===== src/rtl/multi_delay_line.sv =====
// multi_delay_line: NCH channels of WIDTH-bit samples behind one programmable tap, with fill-tracked valid.
// Optional macro DLY_TAP_RAMP_EN: tap_cur walks toward the loaded tap one step per ce instead of jumping.

module multi_delay_line_lane #(
    parameter int WIDTH = 13,
    parameter int DEPTH = 32,
    parameter int TAPW  = $clog2(DEPTH)
) (
    input  logic             clk,
    input  logic             rst,
    input  logic             ce,
    input  logic [WIDTH-1:0] din,
    input  logic [TAPW-1:0]  tap,
    output logic [WIDTH-1:0] dout
);
    // Storage has no reset so tools can map it onto shift-register primitives.
    logic [WIDTH-1:0] line [DEPTH];

    always_ff @(posedge clk) begin
        if (ce) begin
            line[0] <= din;
            for (int n = 1; n < DEPTH; n++) line[n] <= line[n-1];
        end
    end

    always_ff @(posedge clk or posedge rst) begin
        if (rst)     dout <= '0;
        else if (ce) dout <= line[tap];
    end
endmodule

module multi_delay_line #(
    parameter int WIDTH = 13,
    parameter int DEPTH = 32,
    parameter int NCH   = 2,
    parameter int TAPW  = $clog2(DEPTH)
) (
    input  logic                 clk,
    input  logic                 rst,
    input  logic                 ce,
    input  logic [NCH*WIDTH-1:0] din,
    input  logic [TAPW-1:0]      tap_in,
    input  logic                 tap_ld,
    output logic [NCH*WIDTH-1:0] dout,
    output logic                 dout_valid,
    output logic [TAPW-1:0]      tap_cur,
    output logic                 tap_busy
);
    localparam logic [TAPW-1:0] TAP_MAX  = TAPW'(DEPTH - 1);
    localparam logic [TAPW:0]   FILL_MAX = (TAPW+1)'(DEPTH);

    logic [TAPW:0]   fill;
    logic [TAPW-1:0] tap_clamp;

    // A power-of-two depth covers the whole tap field, so no clamp is needed.
    if (DEPTH == (1 << TAPW)) begin : g_noclamp
        assign tap_clamp = tap_in;
    end else begin : g_clamp
        assign tap_clamp = (tap_in > TAP_MAX) ? TAP_MAX : tap_in;
    end

    for (genvar k = 0; k < NCH; k++) begin : g_lane
        multi_delay_line_lane #(.WIDTH(WIDTH), .DEPTH(DEPTH), .TAPW(TAPW)) u_lane (
            .clk  (clk),
            .rst  (rst),
            .ce   (ce),
            .din  (din[k*WIDTH +: WIDTH]),
            .tap  (tap_cur),
            .dout (dout[k*WIDTH +: WIDTH])
        );
    end

    always_ff @(posedge clk or posedge rst) begin
        if (rst)                        fill <= '0;
        else if (ce && fill != FILL_MAX) fill <= fill + (TAPW+1)'(1);
    end

    // line[tap_cur] holds a written sample once more than tap_cur shifts have happened.
    always_ff @(posedge clk or posedge rst) begin
        if (rst)     dout_valid <= 1'b0;
        else if (ce) dout_valid <= (fill >= ({1'b0, tap_cur} + (TAPW+1)'(1)));
    end

`ifdef DLY_TAP_RAMP_EN
    logic [TAPW-1:0] tgt;

    // A load only retargets; stepping resumes on the next ce from wherever tap_cur is.
    always_ff @(posedge clk or posedge rst) begin
        if (rst) begin
            tgt     <= '0;
            tap_cur <= '0;
        end else if (tap_ld) begin
            tgt <= tap_clamp;
        end else if (ce && tap_cur != tgt) begin
            tap_cur <= (tap_cur < tgt) ? tap_cur + TAPW'(1) : tap_cur - TAPW'(1);
        end
    end

    assign tap_busy = (tap_cur != tgt);
`else
    always_ff @(posedge clk or posedge rst) begin
        if (rst)         tap_cur <= '0;
        else if (tap_ld) tap_cur <= tap_clamp;
    end

    assign tap_busy = 1'b0;
`endif
endmodule

===== config.mk =====
export PLATFORM = sky130hd
export DESIGN_NAME = multi_delay_line
export DESIGN_NICKNAME = d
export VERILOG_FILES = /design/src/rtl/multi_delay_line.sv
export SDC_FILE = /design/constraint.sdc
export NUM_CORES = 1
export LEC_CHECK = 0
export ABC_CLOCK_PERIOD_IN_PS = 7400
export CAP_MARGIN = 20
export CORE_MARGIN = 8
export CORE_UTILIZATION = 60
export CTS_BUF_LIST = sky130_fd_sc_hd__clkbuf_8
export CTS_CLUSTER_SIZE = 20
export DETAILED_ROUTE_END_ITERATION = 8
export HOLD_SLACK_MARGIN = 0.15
export PLACE_DENSITY = 0.77
export REMOVE_ABC_BUFFERS = 1
export SETUP_SLACK_MARGIN = 0.5
export SYNTH_ARGS = -nofsm -noshare
export SYNTH_HDL_FRONTEND = slang
export SYNTH_SLANG_ARGS = --single-unit

===== constraint.sdc =====
create_clock -name clk -period 7.4 [get_ports clk]
set_input_delay 1.48 -clock clk [delete_from_list [all_inputs] [get_ports clk]]
set_output_delay 1.48 -clock clk [all_outputs]
set_load 0.02 [all_outputs]

Word-level counts from Yosys, hierarchy flattened
Memories as Yosys holds them, arrays and structs flattened. A register that Yosys moved wholly into a read port is not among the register bits. Cells that the tools add are included.

Add/sub/neg operators: 2. $mul: 0. Divide/modulo/power cells: 0. $lt $le $gt $ge: 1. Equal/unequal tests: 1. Shift-type cells: 0. Mux-type cells: 2. Bitwise gates (word level): 0. Reduce and logical (&&, ||, !) cells: 1.

Operator list (number): $add A5 B1 Y6 const B (1); $add A6 B1 Y6 const B (1); $ge A6 B6 Y1 (1); $ne A6 B6 Y1 const B (1); $mux W1 (2); $logic_and A1 B1 Y1 (1).

Flip-flop bits (word level): 12. Bits in latches: 0. Memory bits (writable): 832. Bits in read-only memories: 0. Input bits: 35. Output and inout bits: 33. Logic and storage cells: 12. Memories: 2.

Memories: g_lane[0].u_lane.line (depth 32, width 13, read ports 32, clocked after Yosys merged registers in 1, wr ports 32, RTL line 17) `logic [WIDTH-1:0] line [DEPTH];`; g_lane[1].u_lane.line (depth 32, width 13, read ports 32, clocked after Yosys merged registers in 1, wr ports 32, RTL line 17).

Logic depth before layout (Yosys ltp)
Gate-level depths: netlist of run 1.

Depth after elaboration: 2. Mapped depth: 13. Gate-level depth less buffers: 7.

By module
A second synthesis of run 1 with hierarchy kept.

Cells, all modules: 1824. Area total of the unflattened synthesis: 33802.4 um^2.

By module, submodules not included: multi_delay_line_lane (times used 2, cells an instance 879, area each 16537.1 um^2, sequential area each 12817.3 um^2); multi_delay_line (times used 1, cells an instance 66, area each 728.2 um^2, sequential area each 300.3 um^2).

Worst setup path after synthesis of run 1
No wires, ideal clock.

Path type: in2reg. Start: input ce. End: register g_lane[0].u_lane.dout[7] (read register of g_lane[0].u_lane.line). Library setup time: 0.122 ns. Arrival time: 2.701 ns. Required time: 7.278 ns. Setup slack: 4.577 ns. Cell stages on the path: 8. Buffers on the path: 3. Path through: clkbuf_1 nor2b_1 nand2b_1 clkbuf_1 or2_2 clkbuf_1 o22ai_1 nor3_1.

RTL lines: start, declared (RTL line 40) `input logic ce,`; end, declared (RTL line 14) `output logic [WIDTH-1:0] dout`.

Final worst setup path of run 1
Start: register tap_cur[2]. End: output tap_cur[2].

RTL lines: start, declared (RTL line 46) `output logic [TAPW-1:0] tap_cur,`; start signal, assigned (RTL line 103) `else if (tap_ld) tap_cur <= tap_clamp;`.

No word-level cell between the ends.

==> key figures, run 1 <==
Logic synthesis
  • Cell area after synthesis: 0.0331 sq mm
  • Most used DFF post-synth: edfxtp_1
  • Post-synth EDFFs: 832
  • Cells after synthesis: 1450
  • Syn. warnings: 0
  • Post-synthesis sequential area ratio: 78.3%
  • Synth cell types: 35
  • Yosys reg bits: 870
  • Syn Area/Cell: 22.8 sq um
  • Asr flop ratio synth: 4.37%

Placement
  • Port bufs: 66
  • DP Wirelength: 30900 microns
  • Placer Congestion: 0.735
  • Placed Area: 0.0345 sq mm

Critical path
  • Crit-path cells: clkdlybuf4s50_1
  • Worst Path Max Fanout: 25
  • Top delay family on crit path: flip-flops
  • Worst EP arrival: 2270 ps
  • CP bufs+invs: 1
  • Internal reg-to-reg setup slack: 3830 ps
  • Worst Setup End Kind: output port
  • Critical setup path kind: reg -> out
  • Crit start category: flip-flop
  • Worst path slowest cell: dfrtp_4
  • Req. time, crit path: 5920 ps
  • CP peak stage delay: 770 ps

Die
  • Ports: 68
  • Die span in y: 251 microns
  • Core area: 0.0549 sq mm
  • Die X: 251 microns
  • Rows: 86
  • DIE AREA: 0.0630 sq mm
  • Initial core utilization: 60.3%

STA
  • Fin crit share: 50.7%
  • Min Clock Period, post-route: 3750 ps
  • Max transition margin: 26.5%
  • Max Fclk: 267 MHz
  • Unrepaired setup endpoints after global routing: false
  • Slew Viols, Final: 0
  • Final Hold Fails: 0
  • Clk_skew: 29.2 ps
  • Tightest Pin Transition: 1100 ps
  • Final setup fails: 0

Power and ir drop
  • Peak VDD IR: 0.215 mV
  • Power Dens Cells: 288 mW/mm^2
  • Switch Pwr: 2490 uW
  • LEAKAGE: 0.0125 uW
  • Power share of the clock group: 34.1%
  • Pint: 8130 uW
  • Total power draw: 10600 uW
  • Switching fraction of total power: 23.4%
  • Gate power share: 9.4%
  • Sequential share of power: 56.5%

Worst hold path
  • Worst Hold Class: reg -> reg

CTS
  • Max Root-Sink Buffers: 3
  • Post-CTS resize count: 0
  • H-Tree Depth: 4
  • Clk sink count: 870
  • CTS tree: done
  • Post-CTS Setup Bufs: 0
  • Worst-Skew Late Latency: 770 ps
  • Clock Tree Root: clkbuf_8
  • # hold bufs at CTS: 0
  • CTS Buf Count: 134
  • CTS clk-pin slew, worst paths: 60 ps

Drt
  • WL final: 56600 microns
  • Via density: 6.15
  • DRC: 0
  • Remaining antenna violation count: 0
  • Routed length per instance: 23.6 microns
  • Routed vias: 14800
  • Initial DRC count: 1256
  • Drt pass-1 iters: 5

Layout
  • Layout cells sized above 1: 25.5%
  • Final instance area: 0.0369 sq mm
  • NumNets Final: 1636
  • Area occupied by multi-input gates: 0.00673 sq mm
  • Final core utilization: 67.3%
  • Storage cell area: 0.0259 sq mm
  • Layout fillers: 3313
  • Area Growth Syn to Fin: 11.5%

GRT
  • GRT Total Usage: 18.3%
  • Vias in the first global route: 15600
  • First-pass GRT wire length: 89700 microns
  • Largest net degree at the start of global routing: 195
  • Initial antenna violation count: 1
  • Gr ovfl total: 0

Job
  • Max_cap viols: 0

Status
  • Status: finished, final reports clean
==> worst register-to-register path: stages, from the launching register on <==
cell     delay [ps]
dfrtp_4         580
buf_12          640
buf_4          1030
mux4_2          500
mux4_2          490
nor2_1          120
nor3_1           80
==> cells in the final DEF (no fill, tap or decap), types with 14 or more instances in the layout <==
master	count
edfxtp_1	832
mux4_2	189
clkbuf_8	146
clkdlybuf4s50_1	65
mux2i_1	63
inv_1	59
o22ai_1	52
mux2_2	46
dfrtp_1	35
nor3_1	29
clkinv_1	17
a22o_1	15
a221oi_1	15
a211oi_1	15
nor2b_1	14
==> metal layers <==
metal / track usage, % / up-vias / share of wire, %
met3: 4.45 / 90 / 5.3
met1: 25.6 / 7753 / 43
met4: 6.97 / 0 / 2.4
met2: 28.3 / 458 / 49
met5: 0 / - / 0
li1: - / 6466 / -
==> power groups by stage <==
stage	clock [uW]	combinational [uW]	sequential, uW
floorplan	0	645	6120
global placement	0	991	6070
detailed placement	0	1010	6090
CTS	3740	1020	6000
global route	3930	1080	6030
finish	3620	1000	6000
==> worst paths after layout <==
kind	startpoint	endpoint	depth (start not counted)
setup reg to reg	tap_cur[1]$_DFFE_PP0P_	g_lane[1].u_lane.dout[0]$_DFFE_PP0P_	6
min in group asynchronous	rst	g_lane[0].u_lane.dout[8]$_DFFE_PP0P_	3
max in group asynchronous	rst	tap_cur[0]$_DFFE_PP0P_	3
hold reg to reg	g_lane[0].u_lane.line[11][1]$_DFFE_PP_	g_lane[0].u_lane.line[12][1]$_DFFE_PP_	0
setup / recovery	tap_cur[2]$_DFFE_PP0P_	tap_cur[2]	1
hold / removal	g_lane[0].u_lane.line[11][1]$_DFFE_PP_	g_lane[0].u_lane.line[12][1]$_DFFE_PP_	0
==> cells in the mapped netlist, drive strengths merged, types with 2 or more instances <==
cell	count	area (sq um)
dfrtp	38	951
nand4	3	18.8
a211oi	15	113
nor2b	15	93.8
a21oi	2	10.0
a221oi	15	131
mux2i	63	631
ha	9	113
mux4	189	4260
nor2	9	33.8
o21ai	3	15.0
o22ai	52	325
nand3	2	10.0
clkbuf	29	109
xor2	3	26.3
inv	6	22.5
nor3	29	145
nand2b	2	12.5
or2	2	12.5
edfxtp	832	25000
a22o	15	131
xnor2	5	43.8
nand2	9	33.8
buf	50	325
mux2	46	518
==> sequential cells by signal, indices dropped and copies added (netlist names) <==
| signal | cells |
|---|---|
| dout_valid | 1 |
| tap_cur | 5 |
| g_lane.u_lane.dout | 26 |
| fill | 6 |
| g_lane.u_lane.line | 832 |
==> per-stage QoR <==
| step | TNS, ps | hold WS, ps | cells | setup slack, ps |
|---|---|---|---|---|
| floorplan | -44290 | 421 | 1371 | -2100 |
| global placement | 0 | 422 | 2160 | 3450 |
| detailed placement | 0 | 428 | 2160 | 3290 |
| CTS | 0 | 422 | 2400 | 3540 |
| global route | 0 | 437 | 2401 | 3550 |
| finish | 0 | 424 | 2401 | 3650 |
==> cells by family (layout without fill, tap and decap cells) <==
group | Yosys count | count (layout) | share of synthesized area (%)
adder cells (fa/ha/maj) | 9 | 9 | 0.340
buffers and inverters | 85 | 331 | 1.38
AND/OR/NAND/NOR | 74 | 74 | 1.15
flip-flops | 870 | 870 | 78.3
AO/OA/AOI/OAI | 105 | 105 | 2.26
multiplexers | 298 | 298 | 16.3
other | 1 | 2 | 0.0113
XOR/XNOR | 8 | 8 | 0.212
==> cell type report <==
cell class | count | share of cell area (%)
diodes | 1 | 0.00678
clock buffers | 146 | 5.44
clock inverters | 94 | 1.18
inverters | 6 | 0.0610
multi-input cells | 495 | 18.2
flip-flops and latches | 870 | 70.3
well taps | 704 | 2.39
repair buffers | 85 | 2.39
No activity file was read; power rests on OpenSTA's default activity.
==> run 2, diff against run 1 <==
ABC_CLOCK_PERIOD_IN_PS = 3400   (was 7400)
CORE_UTILIZATION = 58   (was 60)
PLACE_DENSITY = 0.78   (was 0.77)
clock period = 3.4 ns   (was 7.4 ns; I/O delays follow)
==> run 2 against run 1 <==
Power rose by 120%. Combinational power rose by 130%. Wire length rose by 3.3%. Critical endpoint is now tap_cur[1].
==> key figures, run 2 (synthesis results as in run 1) <==
Status
  • Status: finished, final reports clean

STA
  • Max Fclk: 359 MHz
  • Slew Viols, Final: 0 (unchanged)
  • Unrepaired setup endpoints after global routing: false
  • Final Hold Fails: 0 (unchanged)
  • Tightest Pin Transition: 1060 ps (-40.1 ps)
  • Clk_skew: 23.5 ps (-5.69 ps)
  • Fin crit share: 81.9%
  • Max transition margin: 29.1% (+2.6 points)
  • Min Clock Period, post-route: 2790 ps
  • Final setup fails: 0 (unchanged)
  • Final WS setup: 614 ps (-3030 ps)

GRT
  • Largest net degree at the start of global routing: 168 (-14%)
  • GRT Total Usage: 18.6% (+0.28 points)
  • Initial antenna violation count: 1 (unchanged)
  • Gr ovfl total: 0 (unchanged)
  • Vias in the first global route: 16100 (+3.6%)
  • First-pass GRT wire length: 93000 microns (+3.6%)

Power and ir drop
  • Sequential share of power: 55.3% (-1.2 points)
  • Power share of the clock group: 35.0% (+0.9 points)
  • Gate power share: 9.7% (+0.3 points)
  • Pint: 18000 uW (+120%)
  • Peak VDD IR: 0.352 mV (+64%)
  • Switching fraction of total power: 23.5% (+0.054 points)
  • Switch Pwr: 5540 uW (+120%)
  • Power Dens Cells: 629 mW/mm^2 (+120%)
  • LEAKAGE: 0.0128 uW (+2.0%)

Worst hold path
  • Hold Path Sink: g_lane[0].u_lane.line[9][6]$_DFFE_PP_
  • Worst Hold Class: in -> reg
  • Hold path start: ce
  • Hold Path Depth: 1 (+1)

Drt
  • Routed vias: 15100 (+2.3%)
  • Top Metal Used: met4
  • DRC: 0 (unchanged)
  • Drt pass-1 iters: 5 (unchanged)
  • Routed met1 length: 25300 microns (+3.9%)
  • Via density: 6.08 (-1.2%)
  • Remaining antenna violation count: 0 (unchanged)
  • Metal3 WL: 3750 microns (+24%)
  • Routed length per instance: 23.5 microns (-0.29%)
  • Initial DRC count: 1598 (+27%)
  • Met2 routed WL: 28100 microns (+0.59%)
  • WL final: 58500 microns (+3.3%)

Placement
  • DP Wirelength: 32800 microns (+6.2%)
  • Placer Congestion: 0.754 (+2.5%)
  • Place WS: 883 ps (-2400 ps)
  • DP Cell Count: 2232 (+3.3%)
  • Port bufs: 66 (unchanged)

Critical path
  • CP bufs+invs: 1 (unchanged)
  • Reg2reg end: g_lane[1].u_lane.dout[1]$_DFFE_PP0P_
  • Worst Path Max Fanout: 14 (-44%)
  • CP peak stage delay: 690 ps (-80 ps)
  • Worst reg2reg path startpoint: tap_cur[0]$_DFFE_PP0P_
  • Critical setup path kind: reg -> out
  • Internal reg-to-reg setup slack: 900 ps (-2930 ps)
  • Worst path slowest cell: clkdlybuf4s50_1
  • Req. time, crit path: 2720 ps (-3200 ps)
  • Worst Setup End Kind: output port
  • Top delay family on crit path: buffers and inverters
  • Crit-path cells: clkdlybuf4s50_1
  • Crit start category: flip-flop
  • Path depth of the worst reg2reg path: 6 (unchanged)
  • Worst EP arrival: 2110 ps (-160 ps)

CTS
  • Clk sink count: 870 (unchanged)
  • Worst-Skew Late Latency: 770 ps (about the same)
  • Max Root-Sink Buffers: 3 (unchanged)
  • CTS clk-pin slew, worst paths: 70 ps (about the same)
  • CTS tree: done
  • H-Tree Depth: 4 (unchanged)
  • # hold bufs at CTS: 0 (unchanged)
  • CTS Buf Count: 137 (+2.2%)
  • Clock Tree Root: clkbuf_8

Layout
  • Most frequent cells in the layout: 832 x edfxtp_1, 189 x mux4_2, 150 x clkbuf_8
  • Largest Register: g_lane.u_lane.line
  • Commonest non-fill, non-tap cell in the layout: edfxtp_1
  • Final core utilization: 66.4% (-0.87 points)
  • NumNets Final: 1665 (+1.8%)
  • Area Growth Syn to Fin: 13.0%
  • Layout fillers: 3578 (+8.0%)
  • Finished Layout Cells: 2487 (+3.6%)
  • Layout cells sized above 1: 26.9% (+1.3 points)
  • Biggest regs: g_lane.u_lane.line: 832 flops, g_lane.u_lane.dout: 26 flops, fill: 6 flops
  • Number of flip-flops in the largest register: 832 (unchanged)

Job
  • Max_cap viols: 0 (unchanged)

Die
  • Die span in y: 255 microns (+1.6%)
  • Core area: 0.0564 sq mm (+2.7%)
  • DIE AREA: 0.0650 sq mm (+3.2%)
  • Ports: 68 (unchanged)
  • Die X: 255 microns (+1.6%)
  • Initial core utilization: 58.7% (-1.6 points)
  • Rows: 87 (+1.2%)
## run 2: cell type report
type / count / area [sq um] / area share (%)
clock buffer: 150 / 2060 / 5.52
timing repair buffer: 111 / 1230 / 3.28
tap: 756 / 946 / 2.53
sequential: 870 / 26000 / 69.3
multi-input combinational: 495 / 6720 / 18.0
inverter: 6 / 22.5 / 0.0602
antenna: 1 / 2.50 / 0.00669
clock inverter: 98 / 494 / 1.32
## run 2: per-layer routing
metal  track usage, %  vias to the layer above
li1                 -                     6521
met1             26.5                     7956
met2             28.2                      542
met3             4.73                       92
met4             6.61                        0
met5                0                        -
## run 2: worst max path at each step
stage,from,endpoint,slack [ps],depth (start not counted)
after floorplan,tap_cur[0]$_DFFE_PP0P_,g_lane[0].u_lane.dout[0]$_DFFE_PP0P_,-6100,5
after global placement,tap_cur[0]$_DFFE_PP0P_,g_lane[1].u_lane.dout[1]$_DFFE_PP0P_,920,5
after detailed placement,tap_cur[0]$_DFFE_PP0P_,g_lane[1].u_lane.dout[1]$_DFFE_PP0P_,880,5
after CTS,tap_cur[4]$_DFFE_PP0P_,tap_cur[4],510,2
after global routing,tap_cur[1]$_DFFE_PP0P_,tap_cur[1],510,1
final,tap_cur[1]$_DFFE_PP0P_,tap_cur[1],610,1
## run 2: timing repair
| action | in CTS | in global routing |
|---|---|---|
| gates resized for setup | 2 | 1 |
| endpoints found under the setup margin | 4 | 1 |
| endpoints found under the hold margin | 0 | 0 |
| setup buffers | 6 | 0 |
## run 2: power by group through the flow
| stage | clock network (uW) | logic [uW] | registers, uW |
|---|---|---|---|
| finish | 8240 | 2280 | 13000 |
| global route | 8890 | 2460 | 13100 |
| CTS | 8480 | 2320 | 13000 |
| detailed placement | 0 | 2250 | 13300 |
| global placement | 0 | 2180 | 13200 |
| floorplan | 0 | 1400 | 13300 |
## run 2: through the flow
stage               TNS (ps)  total power (uW)  hold slack [ps]  instance area (sq um)
CTS                        0             23800              172                  37400
floorplan            -164640             14700              421                  32700
global route               0             24500              196                  37400
detailed placement         0             15500              427                  34800
finish                     0             23600              253                  37400
global placement           0             15400              422                  34800
==> run 3, diff against run 2 <==
ABC_CLOCK_PERIOD_IN_PS = 2300   (was 3400)
clock period = 2.3 ns   (was 3.4 ns; I/O delays follow)
==> run 3 against run 2 <==
Cell area grew 5.1%. Sequential power up 48%. Flip-flop and latch count unchanged. First-iteration DRC count is 1.3% lower. Largest cell class unchanged.
==> key figures, run 3 (synthesis results as in run 1) <==
Status
  • Status: finished, final reports clean

CTS
  • Max Root-Sink Buffers: 3 (unchanged)
  • CTS tree: done
  • Clock Tree Root: clkbuf_8
  • CTS clk-pin slew, worst paths: 60 ps (about the same)
  • H-Tree Depth: 4 (unchanged)
  • Clk sink count: 870 (unchanged)
  • CTS Buf Count: 135 (-1.5%)
  • Worst-Skew Late Latency: 790 ps (+20 ps)

Layout
  • Commonest non-fill, non-tap cell in the layout: edfxtp_1
  • Largest Register: g_lane.u_lane.line
  • Finished Layout Cells: 2591 (+4.2%)
  • Storage cell area: 0.0259 sq mm (about the same)
  • Biggest regs: g_lane.u_lane.line: 832 flops, g_lane.u_lane.dout: 26 flops, fill: 6 flops
  • NumNets Final: 1774 (+6.5%)
  • ANT cells: 0 (-1)
  • Layout fillers: 3233 (-9.6%)
  • Layout cells sized above 1: 35.8% (+8.9 points)
  • Most frequent cells in the layout: 832 x edfxtp_1, 189 x mux4_2, 151 x clkbuf_8
  • Area occupied by multi-input gates: 0.00712 sq mm (+5.9%)
  • Number of flip-flops in the largest register: 832 (unchanged)
  • Area Growth Syn to Fin: 18.8%

Critical path
  • Worst Path Max Fanout: 8 (-6)
  • Worst Setup End Kind: flip-flop
  • Path depth of the worst reg2reg path: 9 (+3)
  • Critical setup path kind: reg -> reg
  • Crit start category: flip-flop
  • Req. time, crit path: 2980 ps (+260 ps)
  • Worst EP arrival: 2910 ps (+800 ps)

GRT
  • Gr ovfl total: 0 (unchanged)
  • First-pass GRT wire length: 100000 microns (+7.7%)
  • Largest net degree at the start of global routing: 89 (-47%)
  • Initial antenna violation count: 0 (-1)
  • GRT Total Usage: 20.3% (+1.7 points)
  • Vias in the first global route: 17000 (+5.5%)

Power and ir drop
  • LEAKAGE: 0.0137 uW (+7.3%)
  • Total power draw: 35700 uW (+52%)
  • Power Dens Cells: 909 mW/mm^2 (+44%)
  • Peak VDD IR: 0.554 mV (+57%)

STA
  • Max Fclk: 448 MHz
  • Tightest Pin Transition: 696 ps (-366 ps)
  • Final WS setup: 68.6 ps (-545 ps)
  • Final setup fails: 0 (unchanged)
  • Clk_skew: 33.6 ps (+10.1 ps)
  • Slew Viols, Final: 0 (unchanged)
  • Fin crit share: 97.0%
  • Final Hold Fails: 0 (unchanged)
  • Min Clock Period, post-route: 2230 ps
  • Max transition margin: 53.6% (+24 points)
  • WHS: 244 ps (-9.75 ps)
  • Unrepaired setup endpoints after global routing: true

Placement
  • Place WS: 21.5 ps (-861 ps)
  • DP Wirelength: 35300 microns (+7.7%)
  • Port bufs: 66 (unchanged)
  • DP Cell Count: 2281 (+2.2%)
  • Placer Congestion: 0.753 (about the same)

Drt
  • Remaining antenna violation count: 0 (unchanged)
  • Drt pass-1 iters: 5 (unchanged)
  • Via density: 6.15 (+1.2%)
  • Initial DRC count: 1578 (-1.3%)
  • Routed length per instance: 25.3 microns (+7.4%)
  • Routed vias: 15900 (+5.5%)
  • WL final: 65500 microns (+12%)
  • DRC: 0 (unchanged)

Worst hold path
  • Worst Hold Class: in -> reg
  • Hold Path Depth: 1 (unchanged)

Die
  • Rows: 87 (unchanged)
  • Die X: 255 microns (unchanged)
  • Die span in y: 255 microns (unchanged)
  • Core area: 0.0564 sq mm (unchanged)
  • Initial core utilization: 58.7% (unchanged)
  • DIE AREA: 0.0650 sq mm (unchanged)
  • Ports: 68 (unchanged)

Job
  • Max_cap viols: 0 (unchanged)
[run 3: cell count changes in the layout (fill, tap and decap cells not counted), sizes merged, moves of 2 or more]
cell and delta:
clkdlybuf4s50 -32, bufbuf +4, inv +5, clkbuf +4
clkinvlp +3, clkinv -14, dlygate4sd3 +2, buf +134
[run 3: area by class of cell]
class	count	share of cell area, %
Sequential cell	870	66.0
Multi-Input combinational cell	495	18.1
Timing Repair Buffer	222	7.04
Clock buffer	151	5.28
Tap cell	756	2.41
Clock inverter	91	1.12
Inverter	6	0.0573
[run 3: worst paths after layout]
check,from,to,slack [ps]
worst max register to register,tap_cur[0]$_DFFE_PP0P_,g_lane[0].u_lane.dout[3]$_DFFE_PP0P_,70
worst min register to register,g_lane[0].u_lane.line[21][5]$_DFFE_PP_,g_lane[0].u_lane.line[22][5]$_DFFE_PP_,430
min in group asynchronous,rst,g_lane[0].u_lane.dout[9]$_DFFE_PP0P_,610
worst min-delay path,din[7],g_lane[0].u_lane.line[0][7]$_DFFE_PP_,240
max in group asynchronous,rst,tap_cur[0]$_DFFE_PP0P_,1260
worst max-delay path,tap_cur[0]$_DFFE_PP0P_,g_lane[0].u_lane.dout[3]$_DFFE_PP0P_,70
[run 3: through the flow]
| step | setup TNS (ps) | utilization (%) | area, sq um |
|---|---|---|---|
| 2_1_floorplan | -199600 | - | 32700 |
| 3_3_place_gp | 0 | 62.6 | 35300 |
| 3_5_place_dp | 0 | 62.6 | 35300 |
| 4_1_cts | 0 | 68.9 | 38900 |
| 5_1_grt | 0 | 69.7 | 39300 |
| 6_report | 0 | 69.7 | 39300 |
[run 3: metal layers]
| metal | up-vias | global-route usage [%] | part of all wire [%] |
|---|---|---|---|
| met5 | - | 0 | 0 |
| met4 | 0 | 7.86 | 2.7 |
| met3 | 126 | 4.81 | 6.7 |
| met2 | 686 | 32.6 | 50 |
| met1 | 8389 | 27.2 | 40 |
| li1 | 6737 | - | - |
[run 3: critical path, cell delays in order, from the launching register on]
cell,delay [ps]
dfrtp_4,540
buf_12,170
buf_6,120
buf_16,140
nor2b_4,130
buf_4,170
a22o_1,250
a221oi_2,260
o22ai_1,120
nor3_1,240
[run 3: what timing repair did]
item	CTS	global route
pin swaps	7	15
resized for setup	265	50
gates cloned	10	3
setup endpoints to repair	59	59
endpoints found under the hold margin	55	0
hold buffers	2	0
buffers inserted	39	14
[run 3: power by group]
group | switching (uW) | leakage, uW | internal (uW)
clock | 5920 | 0.00147 | 6230
sequential | 700 | 0.00857 | 18600
combinational | 2010 | 0.00368 | 2320
total | 8620 | 0.0137 | 27100
==> variant 1: new RTL, settings of run 2 <==
Add an input register stage for `din`, without a reset; this delays it by one clock. The other inputs are not delayed to match.
--- a/src/rtl/multi_delay_line.sv
+++ b/src/rtl/multi_delay_line.sv
@@ -51,2 +51,8 @@
 
+    logic [NCH*WIDTH-1:0] din_q;
+
+    always_ff @(posedge clk) begin
+        din_q <= din;
+    end
+
     logic [TAPW:0]   fill;
@@ -66,3 +72,3 @@
             .ce   (ce),
-            .din  (din[k*WIDTH +: WIDTH]),
+            .din  (din_q[k*WIDTH +: WIDTH]),
             .tap  (tap_cur),
Function: not settled (the Yosys comparison gave no result); the edit may change what the design does.
==> variant 1 against run 2 <==
Cell area increased by 1.4%. Sequential cell count increased by 26. Final cell count increased by 1.4%. Wire length increased by 0.98%. Synthesized area increased by 1.6%. Die area increased by 1.5%. Clock power about the same. Clock skew increased by 10 ps. Critical path depth unchanged. Setup slack improved by 5.9 ps. Total power increased by 1.2%. Largest cell class unchanged. Largest power group unchanged.
==> variant 1: results (changes against run 2) <==
| Metric | Value |
|---|---|
| Status | finished clean |
| Sequential cell area fraction in the yosys report | 78.64% (+0.31 points) |
| Post-Place Setup Slack | 771.8 ps (-111.0 ps) |
| Layout Nets | 1691 (+1.6%) |
| Met1 Wirelength | 25.77 mm (+2.0%) |
| VDD IR-drop max | 0.3399 mV (-3.5%) |
| Vias per inst | 6.080 (about the same) |
| Largest net degree at the start of global routing | 212 (+26%) |
| Vias in the first global route | 16060 (-0.43%) |
| Post-DP HPWL | 32.83 mm (+0.13%) |
| Detailed Route Iter0 Violations | 1634 (+2.3%) |
| Skew final | 33.97 ps (+10.46 ps) |
| Top post-synthesis cells by area | edfxtp_1 (74%), mux4_2 (13%), dfrtp_1 (2.8%), mux2i_1 (1.9%), dfxtp_1 (1.5%) |
| Worst path max stage delay | 670 ps (-20 ps) |
| # fillers | 3626 (+1.3%) |
| TritonCTS buffer count | 138 (+0.73%) |
| Ys async rst share | 4.241% (-0.13 points) |
| Gr usage total | 17.99% (-0.60 points) |
| Cells after DPL | 2267 (+1.6%) |
| Worst Hold End | g_lane[1].u_lane.line[29][1]$_DFFE_PP_ |
| Total leakage power | 0.01304 µW (+2.0%) |
| Met2 WL | 28.57 mm (+1.6%) |
| Cell Area, Placed | 35300 µm² (+1.5%) |
| Crit-path max FO | 11 (-3) |
| DRT Wirelength | 59.07 mm (+0.98%) |
| Fmax | 0.3597 GHz (+0.21%) |
| Post-Syn Instances | 1474 (+1.7%) |
| Share of layout cells above drive strength 1 | 25.90% (-0.98 points) |
| Worst hold margin | 281.1 ps (+27.80 ps) |
| Worst-margin pin slew | 1227 ps (+165.4 ps) |
[variant 1: cell count changes after synthesis, sizes merged, moves of 3 or more]
cell / run 2 / this run
nor3: 29 / 25
buf: 50 / 53
clkbuf: 29 / 26
dfxtp: 0 / 26
[variant 1: area by class of cell]
class / instances / area, µm² / area share, %
inverter: 6 / 22.52 / 0.05937
sequential: 896 / 26470 / 69.78
clock inverter: 103 / 503.0 / 1.326
antenna: 1 / 2.502 / 0.006596
multi-input combinational: 493 / 6720 / 17.71
clock buffer: 147 / 2023 / 5.333
timing repair buffer: 112 / 1236 / 3.259
tap: 765 / 957.2 / 2.523
[variant 1: power groups by stage]
stage | clock [µW] | combinational [µW] | sequential (µW)
after floorplan | 0 | 1400 | 13600
after global placement | 0 | 2160 | 13500
after detailed placement | 0 | 2230 | 13600
after CTS | 8490 | 2290 | 13300
after global routing | 8950 | 2430 | 13400
final | 8240 | 2260 | 13300
[variant 1: cell families after synthesis]
family	after synthesis	synth area share, %
other cells	1	0.01115
mux	300	16.13
xor+xnor	8	0.2083
compound gates	105	2.224
fa+ha+maj	9	0.3347
simple gates	70	1.056
buf+inv	85	1.402
flops	896	78.64
[variant 1: what timing repair did]
action                     in CTS  in global routing
resized for setup               5                  0
setup buffers                   4                  0
cloned                          0                  1
setup endpoints to repair       5                  1
[variant 1: worst register-to-register path: stages (launching register included)]
cell,delay (ps)
dfrtp_4,620
buf_4,340
buf_4,340
mux4_2,540
mux2_2,280
o22ai_1,120
nor3_1,70
[variant 1: routing by layer]
layer / vias to the layer above / GRT usage (%)
li1: 6602 / -
met2: 536 / 27.22
met1: 8106 / 25.57
met4: 0 / 6.190
met5: - / 0
met3: 97 / 4.753
==> variant 2: new RTL, settings of run 2 <==
Made on the original files. The option `DLY_TAP_RAMP_EN` is turned on by a define.
--- a/src/rtl/multi_delay_line.sv
+++ b/src/rtl/multi_delay_line.sv
@@ -2,2 +2,4 @@
 // Optional macro DLY_TAP_RAMP_EN: tap_cur walks toward the loaded tap one step per ce instead of jumping.
+
+`define DLY_TAP_RAMP_EN
 
Check against the original RTL: not settled (the Yosys comparison gave no result); the edit may change what the design does.
==> variant 2 against run 2 <==
Cell area up 0.36%. First-iteration DRC count down 6.8%. Core utilization down 0.77 points. Wire length down 2.2%. Setup slack better by 27 ps. Sequential cell count up 5. Synthesized area up 0.76%. Register-to-register slack worse by 250 ps. Clock skew up 3.8 ps. Critical endpoint is now tap_busy. Largest cell class unchanged.
Power is not compared: it rests on default switching activity, and its combinational part moved more than twofold at a synthesized area within 25%.
==> variant 2: results (changes against run 2) <==
| Metric | Value |
|---|---|
| Status | finished clean |
| DRT Wirelength | 57.18 mm (-2.2%) |
| Clock transition at path regs | ~60 ps |
| Gr usage total | 17.88% (-0.72 points) |
| Worst-margin pin slew | 1152 ps (+90.21 ps) |
| PortBufs | 67 (+1.5%) |
| Crit-path max FO | 7 (-7) |
| Cells after DPL | 2228 (-0.18%) |
| TritonCTS buffer count | 133 (-2.9%) |
| Commonest cells in the netlist | edfxtp_1 (832), mux4_2 (222), o22ai_1 (48), dfrtp_1 (43), clkbuf_1 (31) |
| Skew final | 27.29 ps (+3.774 ps) |
| GPL Wtd Cong | 0.7644 (+1.4%) |
| Post-Syn Instances | 1433 (-1.2%) |
| Yosys warns | 0 (unchanged) |
| Ys async rst share | 4.914% (+0.55 points) |
| Vias in the first global route | 15840 (-1.8%) |
| Top FF cell, synth | edfxtp_1 |
| Top post-synthesis cells by area | edfxtp_1 (75%), mux4_2 (15%), dfrtp_1 (3.2%), mux2_2 (1.0%), o22ai_1 (0.90%) |
| Detailed Route Iter0 Violations | 1490 (-6.8%) |
| H-tree Lvls | 4 (unchanged) |
| Share of layout cells above drive strength 1 | 27.69% (+0.81 points) |
| Layout Nets | 1653 (-0.72%) |
| Global-route wire length before repair | 92.72 mm (-0.30%) |
| VDD IR-drop max | approximately 0.66 mV |
| Final setup fails | 0 (unchanged) |
| Largest net degree at the start of global routing | 203 (+21%) |
| CTS root buf | clkbuf_8 |
| Initial antenna violation count | 0 (-1) |
| Routed length per instance | 23.12 µm (-1.7%) |
| Total leakage power | 0.01280 µW |
| Unique masters post-synth | 39 (+11%) |
| Vias | 14940 (-1.1%) |
| Biggest regs | g_lane.u_lane.line x832, g_lane.u_lane.dout x26, fill x6 |
| Sequential cell area fraction in the yosys report | 78.11% (-0.22 points) |
| Clock Latency Late Sink | 770 ps (about the same) |
| Post-synth EDFFs | 832 (unchanged) |
| Ant diodes | 0 (-1) |
| CTS max path bufs | 3 (unchanged) |
| Post-DP HPWL | 32.02 mm (-2.3%) |
| Crit path DAT | 2080 ps (-30 ps) |
| Hold Crit Class | primary input to flip-flop |
| First-pass DRT Iterations | 5 (unchanged) |
variant 2: cell types whose count changed after synthesis, sizes merged, moves of 8 or more:
cell / change
a211oi: -9
a221oi: -11
a22o: -11
buf: -9
ha: +8
mux2: -16
mux2i: -42
mux4: +33
nor2: +18
nor2b: -9
variant 2: repair_timing:
item,in CTS,in global routing
setup endpoints to repair,5,1
setup buffers,0,2
gates resized for setup,14,2
variant 2: worst paths after layout:
check | end | startpoint | depth (start not counted) | slack (ps)
worst max-delay path | tap_busy | tap_cur[1]$_DFFE_PP0P_ | 4 | 640
max in group asynchronous | g_lane[1].u_lane.dout[1]$_DFFE_PP0P_ | rst | 3 | 2440
min in group asynchronous | g_lane[0].u_lane.dout[12]$_DFFE_PP0P_ | rst | 2 | 360
worst min-delay path | g_lane[0].u_lane.line[2][11]$_DFFE_PP_ | ce | 1 | 290
worst min register to register | g_lane[1].u_lane.line[29][7]$_DFFE_PP_ | g_lane[1].u_lane.line[28][7]$_DFFE_PP_ | 0 | 430
worst max register to register | tap_cur[4]$_DFFE_PP0P_ | tap_cur[2]$_DFFE_PP0P_ | 10 | 650
variant 2: kinds of logic after synthesis:
group / share of synthesized area [%]
fa+ha+maj: 0.6975
flops: 78.11
buf+inv: 1.290
simple gates: 1.241
mux: 16.63
compound gates: 1.718
xor+xnor: 0.3150
variant 2: metal layers:
metal  share of wire, %  track usage, %  wire length, µm  vias to the layer above
li1                   -               -                -                     6457
met1                 45           26.60            25770                     7937
met2                 48           26.39            27330                      464
met3                5.3           4.011             3028                       85
met4                1.8           6.146             1053                        0
met5                  0               0                0                        -
variant 2: where the power goes:
part           total, µW  switching (µW)  leakage [µW]  internal [µW]
logic               7810            3710       0.00267           4100
clock network       8150            3910       0.00150           4230
registers          13300             553       0.00863          12700
variant 2: critical path, cell delays in order (launching register included):
cell and delay (ps):
dfrtp_4 540, ha_1 320, and2_1 180, nand3_1 110
buf_2 180
variant 2: metrics by stage:
step / area [µm²] / util [%] / hold slack, ps / setup slack (ps) / setup TNS (ps)
after floorplan: 32970 / - / 420.7 / -6989 / -206180
final: 37570 / 65.61 / 290.0 / 640.3 / 0
after CTS: 37560 / 65.60 / 211.1 / 388.6 / 0
after detailed placement: 34990 / 61.11 / 427.1 / 665.6 / 0
after global placement: 34990 / 61.11 / 423.3 / 799.4 / 0
after global routing: 37570 / 65.61 / 240.1 / 502.2 / 0
variant 2: final cells by class:
cell class / count / area, µm²
clock inverters: 88 / 405.4
inverters: 10 / 37.54
well taps: 765 / 957.2
fillers: 3579 / 19690
flip-flops and latches: 875 / 26070
repair buffers: 104 / 1087
multi-input cells: 476 / 6873
clock buffers: 155 / 2133
